[config.mk]
export PLATFORM = sky130hd
export DESIGN_NAME = ifid_pipe_stage
export DESIGN_NICKNAME = d
export VERILOG_FILES = /design/src/rtl/pipe_pkg.sv /design/src/rtl/pipe_skid_reg.sv /design/src/rtl/ifid_pipe_stage.sv
export SDC_FILE = /design/constraint.sdc
export NUM_CORES = 1
export LEC_CHECK = 0
export ABC_AREA = 1
export CAP_MARGIN = 25
export CORE_MARGIN = 3
export CORE_UTILIZATION = 45
export DETAILED_ROUTE_END_ITERATION = 6
export GPL_ROUTABILITY_DRIVEN = 1
export GPL_TIMING_DRIVEN = 0
export PLACE_DENSITY = 0.72
export SYNTH_ARGS = -nofsm -noshare
export SYNTH_HDL_FRONTEND = slang
export SYNTH_SLANG_ARGS = --single-unit
[constraint.sdc]
create_clock -name clk -period 3.2 [get_ports clk]
set_clock_uncertainty 0.05 [all_clocks]
set_input_delay 0.64 -clock clk [delete_from_list [all_inputs] [get_ports clk]]
set_output_delay 0.64 -clock clk [all_outputs]
set_load 0.005 [all_outputs]
[src/rtl/pipe_pkg.sv]
// Shared definitions for the IF/ID pipeline buffer.
//   ISIZE / PC_W : default instruction and PC widths
//   NOP_INST     : instruction presented to decode when no beat is valid
//   ifid_beat_t  : one fetch beat (instruction + PC)
//   buf_state_t  : occupancy of the 2-entry skid buffer; the encoding is
//                  chosen so bit 0 is main_valid and bit 1 is skid_valid
package pipe_pkg;

  localparam int ISIZE = 19;
  localparam int PC_W  = 8;
  localparam logic [ISIZE-1:0] NOP_INST = '0;

  typedef struct packed {
    logic [ISIZE-1:0] inst;
    logic [PC_W-1:0]  pc;
  } ifid_beat_t;

  typedef enum logic [1:0] {
    EMPTY = 2'b00,
    HALF  = 2'b01,
    FULL  = 2'b11
  } buf_state_t;

endpackage

[src/rtl/pipe_skid_reg.sv]
// Generic 2-entry valid/ready skid register.
//   clk, rst_n           : clock, asynchronous active-low reset
//   clr                  : synchronous drop of both entries (wins over loads)
//   in_valid/in_ready    : upstream handshake, in_data payload
//   out_valid/out_ready  : downstream handshake, out_data payload (main entry)
//   state_o              : buffer occupancy (EMPTY/HALF/FULL)
//
// Handshake: a beat moves across an interface on a rising edge where both
// valid and ready are high; the producer holds valid and data stable until
// that edge. in_ready depends only on the state register, so there is no
// combinational path from out_ready to in_ready.
module pipe_skid_reg
  import pipe_pkg::*;
#(
  parameter int W = 8
) (
  input  logic         clk,
  input  logic         rst_n,
  input  logic         clr,
  input  logic         in_valid,
  output logic         in_ready,
  input  logic [W-1:0] in_data,
  output logic         out_valid,
  input  logic         out_ready,
  output logic [W-1:0] out_data,
  output buf_state_t   state_o
);

  buf_state_t   state_q, state_d;
  logic [W-1:0] main_q, main_d;
  logic [W-1:0] skid_q, skid_d;
  logic         in_fire, out_fire;

  assign in_ready  = (state_q != FULL);
  assign out_valid = (state_q != EMPTY);
  assign out_data  = main_q;
  assign state_o   = state_q;

  assign in_fire  = in_valid & in_ready;
  assign out_fire = out_valid & out_ready;

  always_comb begin
    state_d = state_q;
    main_d  = main_q;
    skid_d  = skid_q;
    case (state_q)
      EMPTY: begin
        if (in_fire) begin
          main_d  = in_data;
          state_d = HALF;
        end
      end
      HALF: begin
        if (in_fire && out_fire) begin
          main_d = in_data;
        end else if (out_fire) begin
          state_d = EMPTY;
        end else if (in_fire) begin
          skid_d  = in_data;
          state_d = FULL;
        end
      end
      FULL: begin
        if (out_fire) begin
          main_d  = skid_q;
          state_d = HALF;
        end
      end
      default: state_d = EMPTY;
    endcase
    // Data registers are left as they are; only occupancy is cleared.
    if (clr) begin
      state_d = EMPTY;
    end
  end

  always_ff @(posedge clk or negedge rst_n) begin
    if (!rst_n) begin
      state_q <= EMPTY;
      main_q  <= '0;
      skid_q  <= '0;
    end else begin
      state_q <= state_d;
      main_q  <= main_d;
      skid_q  <= skid_d;
    end
  end

endmodule

[src/rtl/ifid_pipe_stage.sv]
// IF/ID pipeline buffer: carries instruction + PC from fetch to decode
// through a 2-entry skid register, with synchronous flush, a NOP output
// mux and a saturating stall-cycle counter.
//   clk, rst_n         : clock, asynchronous active-low reset
//   flush              : kills all buffered beats and any beat offered this cycle
//   if_valid/if_ready  : fetch-side handshake; if_inst, if_pc payload
//   id_valid/id_ready  : decode-side handshake; id_inst, id_pc payload
//   stall_cnt          : edges seen with id_valid=1 and id_ready=0 (saturating)
module ifid_pipe_stage #(
  parameter int ISIZE = pipe_pkg::ISIZE,
  parameter int PC_W  = pipe_pkg::PC_W,
  parameter int CNT_W = 8,
  parameter logic [ISIZE-1:0] NOP_INST = pipe_pkg::NOP_INST
) (
  input  logic             clk,
  input  logic             rst_n,
  input  logic             flush,
  input  logic             if_valid,
  output logic             if_ready,
  input  logic [ISIZE-1:0] if_inst,
  input  logic [PC_W-1:0]  if_pc,
  output logic             id_valid,
  input  logic             id_ready,
  output logic [ISIZE-1:0] id_inst,
  output logic [PC_W-1:0]  id_pc,
  output logic [CNT_W-1:0] stall_cnt
);
  import pipe_pkg::*;

  localparam int W = ISIZE + PC_W;
  localparam logic [CNT_W-1:0] CNT_ONE = 1;

  buf_state_t       buf_state;
  logic [W-1:0]     buf_data;
  logic             skid_in_ready;
  logic             skid_out_valid;
  logic [CNT_W-1:0] stall_cnt_q, stall_cnt_d;

  // A flushed cycle must not load the offered beat, so valid is gated here
  // in addition to the synchronous clear inside the skid register.
  pipe_skid_reg #(.W(W)) u_skid (
    .clk       (clk),
    .rst_n     (rst_n),
    .clr       (flush),
    .in_valid  (if_valid & ~flush),
    .in_ready  (skid_in_ready),
    .in_data   ({if_inst, if_pc}),
    .out_valid (skid_out_valid),
    .out_ready (id_ready),
    .out_data  (buf_data),
    .state_o   (buf_state)
  );

  assign if_ready = skid_in_ready;
  assign id_valid = skid_out_valid;
  assign id_inst  = id_valid ? buf_data[W-1:PC_W] : NOP_INST;
  assign id_pc    = id_valid ? buf_data[PC_W-1:0] : '0;

  always_comb begin
    stall_cnt_d = stall_cnt_q;
    if (id_valid && !id_ready && (stall_cnt_q != '1)) begin
      stall_cnt_d = stall_cnt_q + CNT_ONE;
    end
  end

  always_ff @(posedge clk or negedge rst_n) begin
    if (!rst_n) begin
      stall_cnt_q <= '0;
    end else begin
      stall_cnt_q <= stall_cnt_d;
    end
  end

  assign stall_cnt = stall_cnt_q;

endmodule

==> flow_summary.yaml <==
route:
  drt-pass1-iter-count: 4
  ant_nets: 0
  wire_per_inst_um: 12.0
  routedLengthMet1_um: 3430
  drt_iter0_markers: 158
  vias: 2949
  wl_met3_um: 356
  drc_errors: 0
  wl_um: 7540
  vias_per_cell: 4.69
  top_layer: "met4"
  dr_wl_met2_um: 3570
setup_path:
  cp_top_family: "buffers and inverters"
  worst-path-buf-inv: 4
  crit_chain: "inv_1 -> ha_1 -> buf_2 -> buf_1 -> nor2_1 -> clkdlybuf4s50_1"
  critPathArrivalTime_ns: 2.28
  crit_fanout: 10
  cp.required_ns: 2.51
  path_class: "reg -> out"
  cp-start-kind: "register"
  slowest_stage: "clkdlybuf4s50_1"
  endpoint_kind: "output pin"
  cpPeakStageDelay_ns: 0.46
power_and_ir_drop:
  p_total_mw: 3.82
  powerDensity_nw_per_um2: 882
  p_leak_nw: 2.18
  ir_worst_vdd_v: 0.000405
sta:
  finalHoldViolations: 0
  setup_tns_ns: 0
  clock.fmax_mhz: 337
  whs_ns: 0.335
  tightest_slew_ns: 0.805
  final.setup.worst_slack_ns: 0.231
  fin_crit_sh_pct: 92.8
  slew_headroom_pct: 46.3
  final_max_slew_viol_count: 0
  layout_min_cycle_time_ns: 2.97
  rsz0062_at_grt: "false"
  setup_violations: 0
global_routing:
  grt_pass1_vias: 2823
  grt_pass1_wl_um: 12800
  grt_max_degree: 65
  antenna_found_initial: 0
  grt_usage_pct: 19.0
  gr-total-overflow: 0
worst_hold_path:
  hp-class: "in -> async"
flow_run:
  max-cap-violations: 0
clocking:
  cts.sinks: 64
  cts_setup_buffers: 0
  htreeDepth: 3
  cts-root-buf: "clkbuf_8"
  cts_buffers: 9
  path_clk_slew_ns: 0.06
  cts_tree: "built"
  insertion_delay_ns: 0.34
  ctsLongestPathBuffers: 2
placement:
  place_inst: 613
  post_dp_cell_area_um2: 4130
  gp_congestion: 0.812
  portBuffers: 68
  place_hpwl_um: 5560
  pre_cts_ws_ns: 0.484
synthesis:
  yosys.area.top_type: "dfrtp_1"
  synth_seq_cells: 64
  yosysSeqAreaShare_pct: 48.1
  synthSimpleGateAreaFrac_pct: 28.5
  synth_xor_xnor_area_share_pct: 0.789
  synth.area.mux_share_pct: 0
  synthAdderAreaFrac_pct: 2.63
  netlist.area_leader.share_pct: 48.1
  synth_cell_types: 24
  syn_nets: 488
  syn_avg_cell_area_um2: 7.42
  yosys_warnings: 0
  synth_compound_area_share_pct: 9.20
  yosys-top-cells-area: "dfrtp_1 (48%), nand2_1 (17%), o21ai_0 (8.4%)"
  syn-cell-area_um2: 3330
  synth_top_family_by_area: "simple AND/OR/NAND/NOR gates"
  synthCells: 449
finish:
  nets: 567
  utilization_pct: 62.0
  stdcell_count: 629
  num_antenna_cells: 0
  final_cell_area_um2: 4330
  n_fill_cell: 645
  area_growth_pct: 29.9
  drive_gt1_share_pct: 6.75
die:
  rows: 30
  pin_count: 69
  dieArea_um2: 8470
  die_w_um: 92.0
  die_h_um: 92.0
  core_area_um2: 6980
  start_util_pct: 47.7
outcome:
  status: "finished, final reports clean"
placed cells by master, fill, tap and decap left out, drive strengths merged:
cell type,instances
clkinv,3
a21oi,3
dfrtp,64
o21ai,56
bufinv,1
clkdlybuf4s50,67
xor2,1
nand4,2
ha,7
buf,12
nor2,36
nand2,155
clkbuf,20
nand3,34
or2,1
clkinvlp,1
inv,66
xnor2,2
nand3b,2
Yosys cell counts (all sizes together):
library cell / n
nand2: 155
inv: 66
dfrtp: 64
o21ai: 56
nor2: 36
nand3: 34
buf: 12
clkbuf: 8
ha: 7
a21oi: 3
nand3b: 2
nand4: 2
xnor2: 2
or2: 1
xor2: 1
per-layer routing:
layer | up-vias | track usage [%]
met2 | 65 | 32.1
met5 | - | 0
met3 | 13 | 3.04
met1 | 1340 | 23.6
met4 | 0 | 9.41
li1 | 1531 | -
cell families (layout without fill, tap and decap cells):
logic type | Yosys count | after routing
and+or+nand+nor | 230 | 230
AOI/OAI and AO/OA | 59 | 59
xor gates and xnor gates | 3 | 3
adders and majority gates | 7 | 7
DFF | 64 | 64
buffers and inverters | 86 | 170
sequential cells by signal, indices dropped and copies added (netlist names):
register / flops
u_skid.out_data: 27
u_skid.skid_q: 27
stall_cnt: 8
u_skid.state_o: 2
report_power, final:
part,internal (mW),switching [mW],total (mW)
sequential,1.18,0.212,1.39
clock,0.380,0.313,0.693
combinational,0.792,0.945,1.74
final cells by class:
| cell class | count | area [um^2] | share of cell area (%) |
|---|---|---|---|
| repair buffers | 68 | 678 | 15.7 |
| flip-flops and latches | 64 | 1600 | 37.0 |
| clock inverters | 5 | 56.3 | 1.30 |
| multi-input cells | 299 | 1370 | 31.7 |
| well taps | 96 | 120 | 2.78 |
| plain buffers | 20 | 113 | 2.60 |
| inverters | 66 | 248 | 5.72 |
| clock buffers | 11 | 141 | 3.27 |
what timing repair did:
item	in CTS	in global routing
endpoints found under the hold margin	0	0
resized for setup	0	1
hold buffers	0	0
setup endpoints to repair	0	1
final timing paths:
kind                                     startpoint                  end  slack, ns  cells past startpoint
worst max-delay path              u_skid.state_o[0]           id_inst[7]       0.23                      6
worst max register to register    u_skid.state_o[0]  u_skid.out_data[14]       1.19                     10
min in group clk                u_skid.out_data[15]  u_skid.out_data[15]       0.42                      2
worst min register to register  u_skid.out_data[15]  u_skid.out_data[15]       0.42                      2
worst min-delay path                          rst_n         stall_cnt[5]       0.33                      1
max in group asynchronous                     rst_n   u_skid.out_data[6]       2.24                      1
Power figures use the tool's default switching activity.
